$ cat src/rtl/queue_output_arbiter_pkg.sv
// Shared types for the router output-port arbiter: stream types, arbitration
// classes, FSM states and the round-robin scan helper.
package queue_output_arbiter_pkg;

  localparam int AXIS_DATA_WIDTH = 32;
  localparam int ID_WIDTH        = 4;
  localparam int DEST_WIDTH      = 4;
  localparam int USER_WIDTH      = 1;
  localparam int MAX_PORTS       = 16;

  typedef struct packed {
    logic                       tvalid;
    logic [AXIS_DATA_WIDTH-1:0] tdata;
    logic                       tlast;
    logic [ID_WIDTH-1:0]        tid;
    logic [DEST_WIDTH-1:0]      tdest;
    logic [USER_WIDTH-1:0]      tuser;
  } axis_mosi_t;

  typedef struct packed {
    logic tready;
  } axis_miso_t;

  typedef enum logic [1:0] {CLASS_STARVED, CLASS_URGENT, CLASS_NORMAL} arb_class_e;
  typedef enum logic {IDLE, GRANT} arb_state_e;

  typedef struct packed {
    logic       found;
    logic [3:0] idx;
  } rr_pick_t;

  // First set bit of mask scanning upward from ptr+1, wrapping at n.
  function automatic rr_pick_t rr_pick(input logic [MAX_PORTS-1:0] mask,
                                       input logic [3:0] ptr, input int n);
    rr_pick_t   res;
    logic [4:0] cand;
    res = '0;
    for (int k = 1; k <= MAX_PORTS; k++) begin
      cand = 5'(ptr) + 5'(k);
      if (cand >= 5'(n)) cand = cand - 5'(n);
      if (!res.found && (k <= n) && mask[cand[3:0]]) begin
        res.found = 1'b1;
        res.idx   = cand[3:0];
      end
    end
    return res;
  endfunction

endpackage

$ cat src/rtl/queue_output_arbiter_rr_priority_picker.sv
// Round-robin picker: given a request mask and the last winner, returns the
// next winner as index and one-hot.
module queue_output_arbiter_rr_priority_picker
  import queue_output_arbiter_pkg::*;
#(
  parameter int N  = 5,
  parameter int PW = 3
) (
  input  logic [N-1:0]  mask,
  input  logic [PW-1:0] ptr,
  output logic [N-1:0]  onehot,
  output logic [PW-1:0] idx,
  output logic          found
);

  rr_pick_t pick;

  always_comb begin
    pick   = rr_pick(MAX_PORTS'(mask), 4'(ptr), N);
    found  = pick.found;
    idx    = PW'(pick.idx);
    onehot = '0;
    if (pick.found) onehot[idx] = 1'b1;
  end

endmodule

$ cat src/rtl/queue_output_arbiter.sv
// Packet-granular arbiter of router input queues onto one output link, with
// occupancy-based urgency and starvation promotion.
//   state | meaning
//   IDLE  | no packet in flight, arbitrate every cycle
//   GRANT | granted queue's packet is forwarded until its last beat
module queue_output_arbiter
  import queue_output_arbiter_pkg::*;
#(
  parameter int N_PORTS      = 5,
  parameter int STARVE_LIMIT = 8
) (
  input  logic               clk_i,
  input  logic               rst_n_i,
  input  axis_mosi_t         in_mosi_i [N_PORTS],
  output axis_miso_t         in_miso_o [N_PORTS],
  input  logic [N_PORTS-1:0] empty_i,
  input  logic [N_PORTS-1:0] half_full_i,
  input  logic [N_PORTS-1:0] full_i,
  output axis_mosi_t         out_mosi_o,
  input  axis_miso_t         out_miso_i,
  output logic [N_PORTS-1:0] grant_o,
  output logic               busy_o
);

  localparam int PW = (N_PORTS > 1) ? $clog2(N_PORTS) : 1;
  localparam int CW = $clog2(STARVE_LIMIT + 1);
  localparam logic [CW-1:0] LIMIT = CW'(STARVE_LIMIT);

  arb_state_e         state, state_nxt;
  arb_class_e         sel_class;
  logic [PW-1:0]      grant_idx, rr_ptr, win_idx;
  logic [CW-1:0]      wait_cnt [N_PORTS];
  logic [N_PORTS-1:0] req, starved, urgent, sel_mask, win_onehot;
  logic               win_found, last_hs, arb_point, do_grant;
  axis_mosi_t         granted;

  always_comb begin
    req     = '0;
    starved = '0;
    urgent  = '0;
    for (int i = 0; i < N_PORTS; i++) begin
      req[i]     = in_mosi_i[i].tvalid & ~empty_i[i];
      starved[i] = req[i] & (wait_cnt[i] == LIMIT);
      urgent[i]  = req[i] & (half_full_i[i] | full_i[i]);
    end
    if (|starved)     sel_class = CLASS_STARVED;
    else if (|urgent) sel_class = CLASS_URGENT;
    else              sel_class = CLASS_NORMAL;
    case (sel_class)
      CLASS_STARVED: sel_mask = starved;
      CLASS_URGENT:  sel_mask = urgent;
      default:       sel_mask = req;
    endcase
  end

  queue_output_arbiter_rr_priority_picker #(.N(N_PORTS), .PW(PW)) u_picker (
    .mask   (sel_mask),
    .ptr    (rr_ptr),
    .onehot (win_onehot),
    .idx    (win_idx),
    .found  (win_found)
  );

  // Reset gating keeps the link quiet the instant rst_n_i falls.
  always_comb begin
    granted    = in_mosi_i[grant_idx];
    out_mosi_o = '0;
    for (int i = 0; i < N_PORTS; i++) in_miso_o[i] = '0;
    if ((state == GRANT) && rst_n_i) begin
      out_mosi_o                  = granted;
      in_miso_o[grant_idx].tready = out_miso_i.tready;
    end
    last_hs   = (state == GRANT) & granted.tvalid & granted.tlast & out_miso_i.tready;
    arb_point = (state == IDLE) | last_hs;
    do_grant  = arb_point & win_found;
    state_nxt = state;
    if (arb_point) state_nxt = win_found ? GRANT : IDLE;
  end

  always_ff @(posedge clk_i or negedge rst_n_i) begin
    if (!rst_n_i) begin
      state     <= IDLE;
      grant_o   <= '0;
      grant_idx <= '0;
      rr_ptr    <= PW'(N_PORTS - 1);
      for (int i = 0; i < N_PORTS; i++) wait_cnt[i] <= '0;
    end else begin
      state <= state_nxt;
      if (do_grant) begin
        grant_o   <= win_onehot;
        grant_idx <= win_idx;
        rr_ptr    <= win_idx;
        for (int i = 0; i < N_PORTS; i++) begin
          if (PW'(i) == win_idx)                   wait_cnt[i] <= '0;
          else if (req[i] && wait_cnt[i] != LIMIT) wait_cnt[i] <= wait_cnt[i] + 1'b1;
        end
      end else if (arb_point) begin
        grant_o <= '0;
      end
    end
  end

  assign busy_o = (state == GRANT);

endmodule

$ cat config.mk
export PLATFORM = sky130hd
export DESIGN_NAME = queue_output_arbiter
export DESIGN_NICKNAME = d
export VERILOG_FILES = /design/src/rtl/queue_output_arbiter_pkg.sv /design/src/rtl/queue_output_arbiter_rr_priority_picker.sv /design/src/rtl/queue_output_arbiter.sv
export SDC_FILE = /design/constraint.sdc
export NUM_CORES = 1
export LEC_CHECK = 0
export ABC_AREA = 1
export CAP_MARGIN = 15
export CORE_ASPECT_RATIO = 0.9
export CORE_MARGIN = 5
export CORE_UTILIZATION = 39
export DETAILED_ROUTE_END_ITERATION = 8
export PLACE_DENSITY_LB_ADDON = 0.3
export SYNTH_ARGS = -nofsm -noshare
export SYNTH_HDL_FRONTEND = slang
export SYNTH_HIERARCHICAL = 1
export SYNTH_SLANG_ARGS = --single-unit
$ cat constraint.sdc
create_clock -name clk_i -period 8.7 [get_ports clk_i]
set_clock_uncertainty 0.15 [all_clocks]
set_input_delay 0.87 -clock clk_i [delete_from_list [all_inputs] [get_ports clk_i]]
set_output_delay 0.87 -clock clk_i [all_outputs]
set_load 0.02 [all_outputs]
==> impl_metrics.ini <==
[grt]
antenna_found_initial = 1
grt_usage_pct = 27.1
grt_overflow_total = 0
grt_max_degree = 81
grt_pass1_wl_mm = 33.9
grt_pass1_vias = 6428

[setup_path]
required_ns = 8.71
cp-start-kind = register
end_kind = register
timing.reg2reg.setup_slack_ns = 3.56
path_class = reg -> reg
cp_max_fo = 80
r2r_cells = 25
r2r-start = grant_idx[0]$_DFFE_PN0P_
cp_data_arrival_time_ns = 5.15
worst_r2r_endpoint = wait_cnt[7]$_DFFE_PN0P_

[detailed_routing]
drcViolationCount = 0
drt_iter0_drc = 507
drt-vias-per-instance = 5.30
wl_per_cell_um = 16.6
vias = 6949
routed_wl_mm = 21.8
drt_first_pass_iters = 5
ant_nets = 0

[timing]
period_share_pct = 59.0
tightest_slew_ns = 1.13
tns_ns = 0
worst_hold_slack_ns = 0.323
fmax_mhz = 195
setup_viol = 0
drv_slew = 0
rsz0062_at_grt = no
hold_viol = 0
slew_headroom_pct = 24.2
min_period_ns = 5.14
setup_slack_ns = 3.56

[logic_synthesis]
synth_compound_area_share_pct = 19.9
ys_types = 41
ys_seq_elements = 30
postSynthNetCount = 1150
synth_warnings = 6
ys_seq_area_share_pct = 14.8
synth-simple-area-share_pct = 44.1
muxShareOfSynthArea_pct = 0
post_synth.cell_area_avg_um2 = 5.67
synth-xor-area-share_pct = 2.07
synth_cells = 894
syn-cell-area_um2 = 5070
synth_adder_area_share_pct = 5.82
synth_top_family_by_area = simple AND/OR/NAND/NOR gates

[clocking]
cts_tree = done
cts.path.max_buffers = 2
cts_root_buffer = clkbuf_16
cts_resized = 0
clock_latency_ns = 0.28
cts_sinks = 30
htree_levels = 2
tritoncts.num_buffers = 5
cts_setup_buffers = 0
clkSlewWorstSetupHoldPaths_ns = 0.05
cts_hold_buf = 0

[run_status]
status = finished clean

[hold_path]
hp-class = reg -> reg
min_from = grant_o[2]$_DFFE_PN0P_
whs_endpoint = grant_o[2]$_DFFE_PN0P_
worstHoldPathCells = 2

[power_and_ir_drop]
internal_power_mw = 1.17
switching_power_mw = 1.65
p_seq_share_pct = 10.2
ir_worst_vdd_uv = 210
power.density_nw_per_um2 = 344
combPwrFrac_pct = 81.4
p_sw_share_pct = 58.6
p_leak_nw = 3.90
pwr-share-clk_pct = 8.4

[final_layout]
drive_gt1_share_pct = 5.41
multiInputGateArea_um2 = 3650
stdcell_count = 1312
nNetsFinal = 1402
fill_cells = 1170
ff_latch_area_um2 = 757
layout_common_cells = 286 x clkdlybuf4s50_1, 208 x nand2_1, 129 x nor2_1, 111 x inv_1
area_growth_pct = 61.3
fin_util_pct = 64.2
layout_commonest_cell = clkdlybuf4s50_1

[floorplan]
row_count = 39
core_area_um2 = 12700
dieHeight_um = 118
die-area_um2 = 15400
start_util_pct = 39.8
die_w_um = 130
io_pins = 287

[place]
hpwl_mm = 16.9
port_buffers = 286
dp.cells = 1303
dp_worst_setup_slack_ns = 3.78
place_congestion = 0.963

[run]
drv_cap = 0
[worst max-delay path, stage by stage, from the launching register on]
cell	delay, ns
dfrtp_4	0.61
buf_4	0.70
inv_2	0.25
ha_1	0.46
inv_2	0.18
nand2_1	0.15
nand2_1	0.20
nand2_1	0.07
o21ai_1	0.10
nand3_1	0.10
nand2_1	0.08
nand2_2	0.08
nand2_4	0.11
nand3_4	0.09
nor2_1	0.14
nand2_1	0.10
nand2_1	0.13
nor2_4	0.05
inv_2	0.07
inv_1	0.06
nor3_1	0.45
inv_1	0.14
nand2_1	0.17
nand3_1	0.17
nand2_1	0.11
nand2_1	0.05
[flip-flops by register name, indices dropped and copies added, names as in the netlist]
name / count
wait_cnt: 20
grant_o: 5
rr_ptr: 1
busy_o: 1
grant_idx: 3
[Yosys cell counts (all sizes together)]
master  count  share of area, %
buf        14               1.7
o21ai     102                10
a21oi       8               1.1
dfstp       1              0.52
clkbuf     33               2.4
nand3      99                11
clkinv      2              0.15
o211ai      6              0.89
xor2       12               2.1
nor3        6              0.59
o221ai     41               7.1
or2         4              0.49
nand2     220                17
fa          1              0.39
o22ai       1              0.12
o31ai       2              0.30
ha         22               5.4
nor2      138                11
a21boi      1              0.15
inv       121               9.0
nand3b      6              0.89
o21a        1              0.15
nand4      24               3.1
dfrtp      29                14
[through the flow]
stage               cell area, um2  total power, mW
global placement              7980             2.51
detailed placement            7980             2.54
global route                  8180             3.10
finish                        8180             2.82
CTS                           8180             2.79
floorplan                     5070             1.91
[cell type report]
| class | instances | share of cell area [%] |
|---|---|---|
| tap | 164 | 2.51 |
| sequential | 30 | 9.26 |
| inverter | 123 | 5.64 |
| clock buffer | 6 | 1.70 |
| clock inverter | 2 | 0.734 |
| timing repair buffer | 292 | 35.6 |
| antenna | 1 | 0.0306 |
| multi-input combinational | 694 | 44.6 |
[power by group through the flow]
stage	clock network (mW)	registers [mW]	logic [mW]
after global routing	0.244	0.298	2.56
after floorplan	0	0.251	1.66
final	0.236	0.287	2.29
after CTS	0.237	0.285	2.27
after detailed placement	0	0.287	2.25
after global placement	0	0.285	2.22
[logic make-up (layout without fill, tap and decap cells)]
group | after synthesis | after routing
compound gates | 162 | 162
fa+ha+maj | 23 | 23
simple gates | 497 | 497
other cells | 0 | 1
xor+xnor | 12 | 12
flops | 30 | 30
buf+inv | 170 | 423
[layer usage]
layer | vias up | GRT usage (%) | wire, um | share of wire [%]
li1 | 3459 | - | - | -
met1 | 3200 | 33.9 | 8550 | 39
met2 | 257 | 46.6 | 11000 | 50
met3 | 33 | 6.90 | 1770 | 8.1
met4 | 0 | 5.91 | 496 | 2.3
met5 | - | 0 | 0 | 0
[worst max-delay path by stage]
| stage | start | end | slack (ns) | cells past startpoint |
|---|---|---|---|---|
| after floorplan | full_i[3] | wait_cnt[4]$_DFFE_PN0P_ | 4.83 | 25 |
| after global placement | grant_idx[0]$_DFFE_PN0P_ | wait_cnt[10]$_DFFE_PN0P_ | 3.89 | 25 |
| after detailed placement | in_mosi_i[42] | wait_cnt[7]$_DFFE_PN0P_ | 3.78 | 29 |
| after CTS | grant_idx[0]$_DFFE_PN0P_ | wait_cnt[7]$_DFFE_PN0P_ | 3.66 | 25 |
| after global routing | grant_idx[0]$_DFFE_PN0P_ | wait_cnt[5]$_DFFE_PN0P_ | 3.12 | 25 |
| final | grant_idx[0]$_DFFE_PN0P_ | wait_cnt[7]$_DFFE_PN0P_ | 3.56 | 25 |
Note: power is estimated with default switching activity, not from simulation.
